[config.mk]
export PLATFORM = sky130hd
export DESIGN_NAME = pl_stage_buf
export DESIGN_NICKNAME = d
export VERILOG_FILES = /design/src/rtl/pl_stage_buf.sv
export SDC_FILE = /design/constraint.sdc
export NUM_CORES = 1
export LEC_CHECK = 0
export CAP_MARGIN = 20
export CORE_ASPECT_RATIO = 0.7
export CORE_MARGIN = 3
export CORE_UTILIZATION = 30
export DETAILED_ROUTE_END_ITERATION = 8
export SETUP_SLACK_MARGIN = 0.15
export SYNTH_ARGS = -nofsm -noshare
export SYNTH_HDL_FRONTEND = slang
export SYNTH_SLANG_ARGS = --single-unit
export TNS_END_PERCENT = 20
[constraint.sdc]
create_clock -name clk -period 4.75 [get_ports clk]
set_clock_uncertainty 0.15 [all_clocks]
set_input_delay 0.95 -clock clk [delete_from_list [all_inputs] [get_ports clk]]
set_output_delay 0.95 -clock clk [all_outputs]
set_load 0.02 [all_outputs]
[src/rtl/pl_stage_buf.sv]
// rtl/pl_stage_buf.sv - elastic pipeline-stage register with 2-entry skid buffer, flush and stall counter
module pl_stage_buf #(
  parameter int WIDTH  = 32,
  parameter int CTRL_W = 8,
  parameter int CNT_W  = 16
) (
  input  logic             clk,
  input  logic             rst_n,
  input  logic             flush,
  input  logic             in_valid,
  output logic             in_ready,
  input  logic [WIDTH-1:0] in_data,
  output logic             out_valid,
  input  logic             out_ready,
  output logic [WIDTH-1:0] out_data,
  output logic [1:0]       occupancy,
  output logic [CNT_W-1:0] stall_cycles
);

  typedef enum logic [1:0] {
    EMPTY = 2'd0,
    ONE   = 2'd1,
    FULL  = 2'd2
  } state_t;

  state_t             state_q, state_d;
  logic [WIDTH-1:0]   main_q, main_d;
  logic [WIDTH-1:0]   skid_q, skid_d;
  logic [CNT_W-1:0]   stall_q;
  logic               accept;
  logic               consume;

  // Handshakes decode from registered state only, so out_ready never reaches in_ready combinationally.
  always_comb begin
    in_ready  = (state_q != FULL);
    out_valid = (state_q != EMPTY);
    case (state_q)
      ONE:     occupancy = 2'd1;
      FULL:    occupancy = 2'd2;
      default: occupancy = 2'd0;
    endcase
  end

  assign accept       = in_valid & in_ready;
  assign consume      = out_valid & out_ready;
  assign out_data     = main_q;
  assign stall_cycles = stall_q;

  // Next-state and storage update; flush overrides everything and leaves a bubble in main.
  always_comb begin
    state_d = state_q;
    main_d  = main_q;
    skid_d  = skid_q;
    if (flush) begin
      state_d             = EMPTY;
      main_d[CTRL_W-1:0]  = '0;
    end else begin
      case (state_q)
        EMPTY: begin
          if (accept) begin
            main_d  = in_data;
            state_d = ONE;
          end
        end
        ONE: begin
          if (accept && consume) begin
            main_d = in_data;
          end else if (accept) begin
            skid_d  = in_data;
            state_d = FULL;
          end else if (consume) begin
            main_d[CTRL_W-1:0] = '0;
            state_d            = EMPTY;
          end
        end
        FULL: begin
          if (consume) begin
            main_d  = skid_q;
            state_d = ONE;
          end
        end
        default: begin
          main_d[CTRL_W-1:0] = '0;
          state_d            = EMPTY;
        end
      endcase
    end
  end

  // State and payload registers; reset empties the stage and clears both payload registers.
  always_ff @(posedge clk or negedge rst_n) begin
    if (!rst_n) begin
      state_q <= EMPTY;
      main_q  <= '0;
      skid_q  <= '0;
    end else begin
      state_q <= state_d;
      main_q  <= main_d;
      skid_q  <= skid_d;
    end
  end

  // Saturating count of cycles where a valid output is held back; only reset clears it.
  always_ff @(posedge clk or negedge rst_n) begin
    if (!rst_n) begin
      stall_q <= '0;
    end else if (out_valid && !out_ready && (stall_q != {CNT_W{1'b1}})) begin
      stall_q <= stall_q + CNT_W'(1);
    end
  end

endmodule

=== Yosys cells after proc, flatten, opt, wreduce, memory -nomap -nowiden ===
Cells that the tools add are included.

* Bitwise operators: 4
* Muxes and demuxes: 17
* Reduce and logical (&&, ||, !) cells: 11
* $add $sub $neg: 1
* Equality and inequality tests: 13

{| class="wikitable"
|+ Operator list
! operator !! count
|-
| one-hot mux 24 bit (3 select lines) || 1
|-
| 2-to-1 mux 32 bit || 2
|-
| 2-to-1 mux 8 bit || 4
|-
| 2-to-1 mux 24 bit || 1
|-
| one-hot mux 8 bit (3 select lines) || 1
|-
| adder 16 x 1 -> 16 bit, second input constant || 1
|-
| inequality test 16 bit, second input constant || 1
|-
| 2-to-1 mux 2 bit || 6
|-
| inequality test 4 bit, second input constant || 3
|-
| AND reduction 4 bit || 3
|-
| inequality test 3 bit, second input constant || 3
|-
| inequality test 2 bit, second input constant || 4
|-
| one-hot mux 2 bit (3 select lines) || 1
|-
| AND reduction 5 bit || 1
|-
| one-hot mux 2 bit (2 select lines) || 1
|-
| logical AND 1 bit || 3
|-
| nonzero test 3 bit || 1
|-
| bitwise AND 1 bit || 2
|-
| equality test 2 x 1 -> 1 bit, second input constant || 1
|-
| equality test 2 bit, second input constant || 1
|-
| zero test 2 bit || 1
|-
| inverter 1 bit || 2
|-
| nonzero test 2 bit || 1
|-
| zero test 1 bit || 1
|}

* Input bits: 37
* Word-level logic and storage cells: 51
* Flip-flop bits (word level): 82
* Output and inout bits: 52

=== Longest topological paths before layout ===
Gate-level depths: netlist (run 1).

* Depth after elaboration: 7
* Mapped depth: 7
* Mapped depth without buffers: 5

=== Worst setup path after synthesis (run 1) ===
No wires, ideal clock.

* Path type: flip-flop to output port
* Start point: register state_q[0]
* End point: output port in_ready
* Required time: 3.650 ns
* Stages on the path, launching flop included: 6
* Slack: 2.263 ns
* Buffers on the path: 3
* Arrival time: 1.387 ns
* Path through: dfrtp_1 > buf_2 > nor2b_1 > buf_2 > buf_1 > inv_1

* Word-level cells in the longest chain between the ends: 1

{| class="wikitable"
|+ Ends and longest elaborated chain
! what !! line !! RTL
|-
| start, declared || 26 || <nowiki>state_t state_q, state_d;</nowiki>
|-
| start signal, assigned || 97 || <nowiki>state_q <= state_d;</nowiki>
|-
| inequality test 2 bit || 35 || <nowiki>in_ready = (state_q != FULL);</nowiki>
|-
| end, declared || 11 || <nowiki>output logic in_ready,</nowiki>
|}

Every way passes these cells.

=== Worst setup path in the final report (run 1) ===
* Start point: register state_q[0]
* End point: output port occupancy[0]

* Word-level cells in the longest chain between the ends: 2
* Elaborated cells between the ends (all ways): 3
* Those cells by class: eq/ne: 2; mux: 1

{| class="wikitable"
|+ Ends and longest elaborated chain
! what !! line !! RTL
|-
| equality test 2 bit / equality test 2 x 1 -> 1 bit (equally long branches) || 37 || <nowiki>case (state_q)</nowiki>
|-
| one-hot mux 2 bit (2 select lines) * || 37 ||
|-
| end, declared || 16 || <nowiki>output logic [1:0] occupancy,</nowiki>
|}

Every way passes the cells marked *; elsewhere a longest branch is shown, timed or not.

==> run_results.csv, run 1 <==
group,metric,value,unit
finish,final_layout_size_suffix_gt1_share,29.1,%
yosys,synth-xor-area-share,2.30,%
yosys,synth_fp_nets,306,
placed_design,placed_cells,502,
floorplanning,row_count,33,
setup_path,cp-startpoint,"state_q[0]",
yosys,synth_compound_area_share,7.21,%
cts,ctsResizeCount,0,
route,firstDrtPassIters,4,
finish,nets,395,
yosys,synth_area_leader_cell,"dfrtp_1",
yosys,ys_ff_latch,82,
placed_design,hpwl,5.24,mm
setup_path,reg2reg_to,"skid_q[30]",
timing,tightestPinTransition,0.784,ns
cts,cts.sinks,82,
yosys,yosysMostFrequentCell,"dfrtp_1",
yosys,synth_mux_area_share,26.5,%
route,routed_via_density,4.72,
yosys,synth_warnings,0,
cts,clock_latency,0.34,ns
hold_path,worstHoldPathType,"register to register",
timing,hold_violations,0,
timing,finalCritPeriodShare,60.0,%
yosys,synth_top_family_by_area,"multiplexers",
pwr,p_leak,2.24,nW
pwr,clkPwrFrac,36.2,%
timing,tns,0,ns
yosys,yosys.area_share.simple,6.75,%
setup_path,crit_type,"register to primary output",
floorplanning,start_util,31.6,%
timing,setup_viol,0,
cts,root_buffer,"clkbuf_16",
pwr,p_int,1.71,mW
global_routing,grt_use_total,11.6,%
pwr,power_density,442,mW/mm²
setup_path,path_cells,"and2b_1, clkdlybuf4s50_1",
timing,slew_headroom,47.7,%
yosys,synth_fa_ha_area_share,0.329,%
run_status,status,"finished, final reports clean",
finish,final-instance-count-excl-fill,518,
floorplanning,core,0.0120,mm²
setup_path,r2r_setup_slack,2.51,ns
route,avgRoutedWirePerCell,14.8,µm
finish,fillers,1100,
yosys,async_flop_share,100,%
yosys,syn-cell-area,0.00380,mm²
timing,fmax,0.351,GHz
setup_path,r2r_start,"state_q[0]",
finish,areaGrowthSynthToFinish,36.3,%
setup_path,crit_path_end_kind,"primary output",
timing,post-route-min-period,2.85,ns
floorplanning,die_y,100,µm
pwr,peakVddDrop,0.199,mV
setup_path,cp_max_fo,9,
cts,cts_tree,"built",
route,wl,7.68,mm
yosys,yosys.cell_types.count,39,
finish,n_antenna_cell,0,
cts,clockBufferDepth,2,
setup_path,cp-start-kind,"register",
setup_path,crit_end,"occupancy[0]",
yosys,synthTopCellsByArea,"dfrtp_1, mux2_2, mux2_4",
yosys,ys.flop_type,"dfrtp_1",
placed_design,port_buffers,88,
route,drt_iter0_drc,91,
pwr,swShare,25.2,%
yosys,syn_area_per_cell,14.2,µm²
global_routing,grt_max_degree,83,
timing,hold-worst-slack,0.350,ns
timing,finalMaxSlewViolations,0,
global_routing,antenna_found_initial,0,
floorplanning,die-area,0.0141,mm²
setup_path,required,3.65,ns
route,ant_nets,0,
cts,hold_buffers,0,
route,drc_errors,0,
setup_path,crit_cells,2,
run,cap_viol_max_count,0,
pwr,p_switching,0.578,mW
cts,cts_made_buffers,9,
floorplanning,io-pin-count,89,
global_routing,grt_pass1_vias,2529,
yosys,synth_commonest_cells,"dfrtp_1, mux2_2, mux2_4",
setup_path,slowest_stage,"clkdlybuf4s50_1",
pwr,combPwrFrac,22.8,%
setup_path,critPathBufInv,1,
cts,cts.htree.levels,3,
setup_path,max_stage_delay,0.62,ns
floorplanning,die_width,141,µm
yosys,synth_edf_count,0,
setup_path,path_delay_family,"buffers and inverters",
global_routing,grt_pass1_wl,13.1,mm
hold_path,hold_path_startpoint,"skid_q[19]",
yosys,yosysTopAreaCellShare,54.0,%
timing,rsz0062_at_grt,"false",
cts,clk_pin_slew,0.06,ns
setup_path,rr_worst_depth,3,
route,dr_total_vias,2443,
cts,post_cts_buffers,0,
pwr,seqPwrFrac,41.0,%
global_routing,grt_overflow,0,
setup_path,worstPathArrival,1.75,ns
yosys,postSynthCellCount,268,
placed_design,gp_congestion,0.792,
yosys,synth-seq-area-share,54.0,%
## area by class of cell
| class | instances | area, µm² | area share (%) |
|---|---|---|---|
| Timing Repair Buffer | 91 | 921 | 17.8 |
| Inverter | 1 | 3.75 | 0.0725 |
| Clock inverter | 5 | 128 | 2.46 |
| Multi-Input combinational cell | 172 | 1650 | 31.9 |
| Tap cell | 157 | 196 | 3.79 |
| Sequential cell | 82 | 2050 | 39.6 |
| Clock buffer | 10 | 229 | 4.42 |
## cell usage in the layout (no fill, tap or decap), types with 2 or more instances in the layout
| cell type | instances |
|---|---|
| clkdlybuf4s50_1 | 87 |
| dfrtp_1 | 82 |
| mux2_2 | 60 |
| mux2_4 | 20 |
| a22o_1 | 16 |
| clkbuf_16 | 9 |
| nor2_1 | 7 |
| nand2_1 | 7 |
| a21oi_1 | 6 |
| nand3_1 | 5 |
| xnor2_1 | 5 |
| xor2_1 | 5 |
| nand4_1 | 4 |
| nor3_1 | 4 |
| bufinv_16 | 4 |
| a31oi_1 | 3 |
| a41oi_1 | 3 |
| buf_4 | 3 |
| and2b_1 | 2 |
| mux2i_1 | 2 |
| a21o_1 | 2 |
| and3_1 | 2 |
| and2_1 | 2 |
| o311ai_0 | 2 |
## kinds of logic (layout without fill, tap and decap cells)
kind of cell,Yosys count,count (layout)
adders and majority gates,1,1
and+or+nand+nor,43,43
muxes,83,83
DFF,82,82
buffers and inverters,14,107
xor gates and xnor gates,10,10
AOI/OAI and AO/OA,35,35
## registers in the layout, indices dropped and copies added, names as in the netlist
register      count
out_data         32
state_q           2
stall_cycles     16
skid_q           32
## worst min path at each step
stage / endpoint / slack (ns) / cells past startpoint
2_1_floorplan: skid_q[17] / 0.32 / 1
3_3_place_gp: skid_q[9] / 0.33 / 1
3_5_place_dp: skid_q[8] / 0.34 / 1
4_1_cts: skid_q[8] / 0.35 / 1
5_1_grt: skid_q[21] / 0.36 / 1
6_report: skid_q[19] / 0.35 / 1
## power groups by stage
stage,combinational [mW],clock (mW),sequential (mW)
3_5_place_dp,0.526,0,0.950
6_report,0.522,0.829,0.938
2_1_floorplan,0.228,0,1.01
3_3_place_gp,0.518,0,0.945
4_1_cts,0.528,0.859,0.940
5_1_grt,0.559,0.889,0.962
## metrics by stage
stage	util [%]	total power [mW]	worst slack [ns]	instance area (µm²)
after CTS	42.9	2.33	1.89	5150
after detailed placement	39.9	1.48	1.54	4800
final	43.1	2.29	1.90	5180
after global routing	43.1	2.41	1.78	5180
after floorplan	-	1.24	2.26	3800
after global placement	39.9	1.46	1.62	4800
## per-layer routing
metal / wire length, µm / GRT usage (%) / vias up
li1: - / - / 1169
met1: 3730 / 15.8 / 1204
met2: 3390 / 17.5 / 63
met3: 465 / 4.33 / 7
met4: 92 / 3.35 / 0
met5: 0 / 0 / -
Power figures use the tool's default switching activity.
==> inputs of run 2 (changes only) <==
clock period = 2.5 ns   (was 4.75 ns; I/O delays follow)
==> run_results.csv, run 2 (synthesized netlist as in run 1, its figures left out) <==
group,metric,value,unit
finish,final_common_cell,"clkdlybuf4s50_1",
setup_path,critPathBufInv,1,
timing,hold_violations,0,
setup_path,max_stage_delay,0.62,ns
finish,finish.utilization,43.3,%
floorplanning,io-pin-count,89,
setup_path,path_delay_family,"buffers and inverters",
cts,clock_latency,0.33,ns
floorplanning,die-area,0.0141,mm²
floorplanning,start_util,31.6,%
cts,cts.htree.levels,3,
setup_path,required,1.85,ns
timing,tightestPinTransition,0.665,ns
pwr,swShare,27.2,%
pwr,seqPwrFrac,43.3,%
global_routing,grt_max_degree,36,
hold_path,hold_end,"skid_q[26]",
setup_path,cp-start-kind,"register",
cts,post_cts_buffers,0,
run,cap_viol_max_count,0,
pwr,p_switching,1.12,mW
global_routing,grt_overflow,0,
setup_path,path_cells,"nor2b_4, clkdlybuf4s50_1",
pwr,clkPwrFrac,32.4,%
global_routing,antenna_found_initial,0,
timing,slew_headroom,55.6,%
route,avgRoutedWirePerCell,15.8,µm
cts,clk_pin_slew,0.06,ns
cts,cts.sinks,82,
setup_path,crit_path_end_kind,"primary output",
global_routing,grt_pass1_vias,2607,
finish,areaGrowthSynthToFinish,36.8,%
cts,cts_made_buffers,9,
finish,final_layout_size_suffix_gt1_share,30.4,%
timing,tns,0,ns
finish,nets,401,
route,ant_nets,0,
route,dr_total_vias,2490,
global_routing,grt_pass1_wl,13.4,mm
setup_path,r2r_setup_slack,0.47,ns
timing,setup_viol,0,
finish,final-instance-count-excl-fill,525,
pwr,peakVddDrop,0.457,mV
setup_path,reg2reg_to,"out_data[31]",
cts,cts_tree,"built",
timing,finalCritPeriodShare,92.8,%
run_status,status,"finished, final reports clean",
timing,finalMaxSlewViolations,0,
timing,fmax,0.431,GHz
global_routing,grt_use_total,12.0,%
pwr,p_leak,2.26,nW
floorplanning,die_width,141,µm
timing,post-route-min-period,2.32,ns
hold_path,holdPathStages,1,
pwr,power_density,796,mW/mm²
route,firstDrtPassIters,4,
route,routed_via_density,4.74,
route,drc_errors,0,
placed_design,placed_cells,508,
hold_path,worstHoldPathType,"register to register",
pwr,combPwrFrac,24.3,%
hold_path,hold_path_startpoint,"skid_q[26]",
route,wl,8.31,mm
finish,layout.cells.most_common_list,"clkdlybuf4s50_1, dfrtp_1, mux2_2",
placed_design,port_buffers,88,
setup_path,rr_worst_depth,4,
floorplanning,row_count,33,
placed_design,hpwl,5.68,mm
pwr,p_int,3.01,mW
placed_design,gp_congestion,0.751,
floorplanning,core,0.0120,mm²
cts,clockBufferDepth,2,
finish,n_antenna_cell,0,
route,drt_iter0_drc,45,
setup_path,crit_type,"register to primary output",
setup_path,r2r_start,"state_q[1]",
timing,rsz0062_at_grt,"true",
setup_path,cp_max_fo,9,
setup_path,worstPathArrival,1.67,ns
cts,root_buffer,"clkbuf_16",
floorplanning,die_y,100,µm
setup_path,slowest_stage,"clkdlybuf4s50_1",
## run 2: cell count changes in the layout (fill, tap and decap cells not counted), moves of 2 or more
cell and delta:
buf_12 +3, clkbuf_8 +2, bufinv_16 -3, clkdlybuf4s50_1 -2
buf_4 +3
## run 2: worst max-delay path by stage
stage,from,endpoint,slack [ns],cells after the start
5_1_grt,state_q[1],occupancy[1],0.14,2
2_1_floorplan,state_q[0],in_ready,0.46,5
3_3_place_gp,in_valid,out_data[20],0.13,6
6_report,state_q[1],occupancy[1],0.18,2
3_5_place_dp,out_ready,out_data[8],0.08,6
4_1_cts,state_q[0],out_valid,0.16,2
## run 2: area by class of cell
class,count,area [µm²]
fill,1078,6820
sequential,82,2050
multi-input combinational,172,1650
timing repair buffer,97,987
clock buffer,12,256
tap,157,196
clock inverter,4,50.0
inverter,1,3.75
## run 2: metal layers
metal	track usage (%)	wire (µm)	up-vias
li1	-	-	1185
met1	16.9	4230	1241
met2	18.1	3670	61
met3	3.81	392	3
met4	2.90	25	0
met5	0	0	-
## run 2: timing repair
item                                    in CTS  in global routing
hold endpoints to repair                    24                  0
hold buffers                                 1                  0
endpoints found under the setup margin       2                  2
cloned                                       0                  0
resized for setup                            2                  1
## run 2: per-stage QoR
stage	setup slack [ns]	total power, mW	instance area (µm²)	hold WS [ns]
after floorplan	0.463	2.36	3800	0.0544
after global placement	0.135	2.80	4880	0.285
after detailed placement	0.0807	2.83	4880	0.287
after CTS	0.164	4.20	5190	0.355
after global routing	0.138	4.35	5200	0.364
final	0.180	4.14	5200	0.351
## run 2: power by group through the flow
stage | combinational [mW] | clock, mW | sequential (mW)
floorplan | 0.433 | 0 | 1.92
global placement | 0.997 | 0 | 1.80
detailed placement | 1.02 | 0 | 1.81
CTS | 1.02 | 1.39 | 1.79
global route | 1.07 | 1.44 | 1.83
finish | 1.00 | 1.34 | 1.79
==> inputs of run 3 (changes only) <==
--- a/config.mk
+++ b/config.mk
@@ -6,4 +6,5 @@
 export NUM_CORES = 1
 export LEC_CHECK = 0
+export ABC_AREA = 1
 export CAP_MARGIN = 20
 export CORE_ASPECT_RATIO = 0.7
==> constraint.sdc (replaced) <==
create_clock -name clk -period 2.5 [get_ports clk]
set_clock_uncertainty 0.15 [all_clocks]
set_input_delay 0.375 -clock clk [delete_from_list [all_inputs] [get_ports clk]]
set_output_delay 0.375 -clock clk [all_outputs]
set_load 0.02 [all_outputs]
==> run_results.csv, run 3 <==
group,metric,value,unit
run_status,status,"finished, final reports clean",
timing,fmax,0.439,GHz
setup_path,r2r_setup_slack,0.49,ns
pwr,peakVddDrop,0.414,mV
yosys,synth_fp_nets,535,
pwr,clkPwrFrac,27.6,%
setup_path,worstPathArrival,1.75,ns
floorplanning,die_y,103,µm
timing,tightestPinTransition,0.483,ns
timing,slew_headroom,67.8,%
floorplanning,start_util,31.4,%
timing,fin_ws,0.222,ns
placed_design,hpwl,6.89,mm
setup_path,cp-start-kind,"register",
pwr,seqPwrFrac,41.5,%
pwr,power_density,943,mW/mm²
yosys,async_flop_share,100,%
yosys,ys.flop_type,"dfrtp_1",
finish,final_layout_size_suffix_gt1_share,7.81,%
finish,n_antenna_cell,0,
route,ant_nets,0,
floorplanning,die_width,144,µm
route,firstDrtPassIters,4,
route,avgRoutedWirePerCell,12.8,µm
floorplanning,die-area,0.0148,mm²
hold_path,worstHoldPathType,"input pin to asynchronous set/reset pin",
yosys,synth_warnings,0,
yosys,yosysMostFrequentCell,"nand2_1",
setup_path,reg2reg_to,"stall_cycles[11]",
pwr,swShare,32.6,%
global_routing,grt_overflow,0,
pwr,p_total,5.04,mW
placed_design,place_area,0.00502,mm²
pwr,p_switching,1.64,mW
yosys,yosys.cell_types.count,26,
finish,final_common_cell,"nand2_1",
route,drt_iter0_drc,138,
setup_path,r2r_start,"stall_cycles[0]",
timing,finalMaxSlewViolations,0,
pwr,p_int,3.39,mW
route,drc_errors,0,
timing,post-route-min-period,2.28,ns
setup_path,required,1.98,ns
yosys,syn_area_per_cell,8.05,µm²
global_routing,antenna_found_initial,0,
setup_path,crit_type,"register to primary output",
yosys,synth-seq-area-share,51.3,%
placed_design,gp_congestion,0.826,
cts,cts_tree,"built",
yosys,postSynthCellCount,497,
yosys,ys_ff_latch,82,
timing,finalCritPeriodShare,91.1,%
timing,setup_viol,0,
finish,nets,624,
global_routing,grt_pass1_wl,16.1,mm
placed_design,port_buffers,88,
placed_design,place_ws,0.329,ns
timing,hold_violations,0,
cts,cts_made_buffers,9,
cts,post_cts_buffers,0,
pwr,p_leak,2.60,nW
cts,root_buffer,"clkbuf_16",
global_routing,grt_max_degree,49,
finish,fin_area,0.00534,mm²
setup_path,cp_max_fo,6,
timing,rsz0062_at_grt,"true",
floorplanning,core,0.0127,mm²
yosys,yosysTopAreaCellShare,51.3,%
floorplanning,row_count,34,
global_routing,grt_pass1_vias,3267,
setup_path,rr_worst_depth,8,
yosys,synth_commonest_cells,"nand2_1, dfrtp_1, o21ai_0",
route,routed_via_density,4.55,
cts,clk_pin_slew,0.06,ns
finish,layout.cells.most_common_list,"nand2_1, clkdlybuf4s50_1, dfrtp_1",
setup_path,crit_path_end_kind,"primary output",
route,wl,9.64,mm
timing,hold-worst-slack,0.314,ns
timing,tns,0,ns
yosys,syn-cell-area,0.00400,mm²
yosys,synthTopCellsByArea,"dfrtp_1, nand2_1, o21ai_0",
cts,cts.htree.levels,3,
yosys,synth_area_leader_cell,"dfrtp_1",
yosys,synth_edf_count,0,
cts,cts.sinks,82,
global_routing,grt_use_total,13.8,%
pwr,combPwrFrac,30.9,%
floorplanning,io-pin-count,89,
run,cap_viol_max_count,0,
cts,clockBufferDepth,2,
route,dr_total_vias,3416,
finish,areaGrowthSynthToFinish,33.5,%
cts,clock_latency,0.33,ns
run 3: cell types whose count changed in the layout (fill, tap and decap cells not counted), moves of 16 or more:
cell	delta
a22o_1	-16
inv_1	+29
mux2_2	-60
mux2_4	-20
nand2_1	+206
nand3_1	+28
o21ai_0	+40
run 3: final cells by class:
class / count / area [µm²]
Fill cell: 1270 / 7380
Sequential cell: 82 / 2050
Multi-Input combinational cell: 361 / 1680
Timing Repair Buffer: 98 / 971
Clock buffer: 11 / 243
Tap cell: 162 / 203
Inverter: 34 / 128
Clock inverter: 3 / 65.1
run 3: per-layer routing:
metal	GRT usage, %	up-vias	routed length [µm]
li1	-	1752	-
met1	18.8	1560	4800
met2	21.7	93	4190
met3	3.99	11	533
met4	3.69	0	110
met5	0	-	0
run 3: logic make-up after synthesis:
logic type	after synthesis	share of synthesized area, %
fa+ha+maj	1	0.313
mux	9	2.25
xor+xnor	7	1.53
flops	82	51.3
simple gates	283	29.3
compound gates	61	8.57
buf+inv	54	6.70
run 3: how the worst max path moves through the flow:
stage / slack (ns) / start / to / cells past startpoint
6_report: 0.22 / state_q[0] / occupancy[0] / 3
5_1_grt: 0.12 / state_q[0] / occupancy[0] / 3
4_1_cts: 0.17 / state_q[0] / in_ready / 3
3_5_place_dp: 0.33 / out_ready / out_data[9] / 8
3_3_place_gp: 0.42 / out_ready / out_data[8] / 8
2_1_floorplan: 0.60 / stall_cycles[0] / stall_cycles[0] / 9
run 3: stage by stage:
stage	std cells	utilization, %
floorplan	497	-
global placement	736	39.5
detailed placement	736	39.5
CTS	751	42.0
global route	751	42.0
finish	751	42.0
run 3: what timing repair did:
| action | in CTS | in global routing |
|---|---|---|
| hold endpoints to repair | 17 | 0 |
| hold buffers | 1 | 0 |
| resized for setup | 0 | 1 |
| setup endpoints to repair | 0 | 2 |
run 3: critical path, stage by stage (launching register included):
cell and delay (ns):
dfrtp_1 0.50, inv_1 0.13, nor2_2 0.16, clkdlybuf4s50_1 0.63
run 3: power by group through the flow:
stage	combinational (mW)	sequential [mW]	clock [mW]
4_1_cts	1.58	2.09	1.44
3_5_place_dp	1.58	2.11	0
2_1_floorplan	0.666	2.31	0
6_report	1.56	2.09	1.39
3_3_place_gp	1.54	2.10	0
5_1_grt	1.74	2.15	1.49
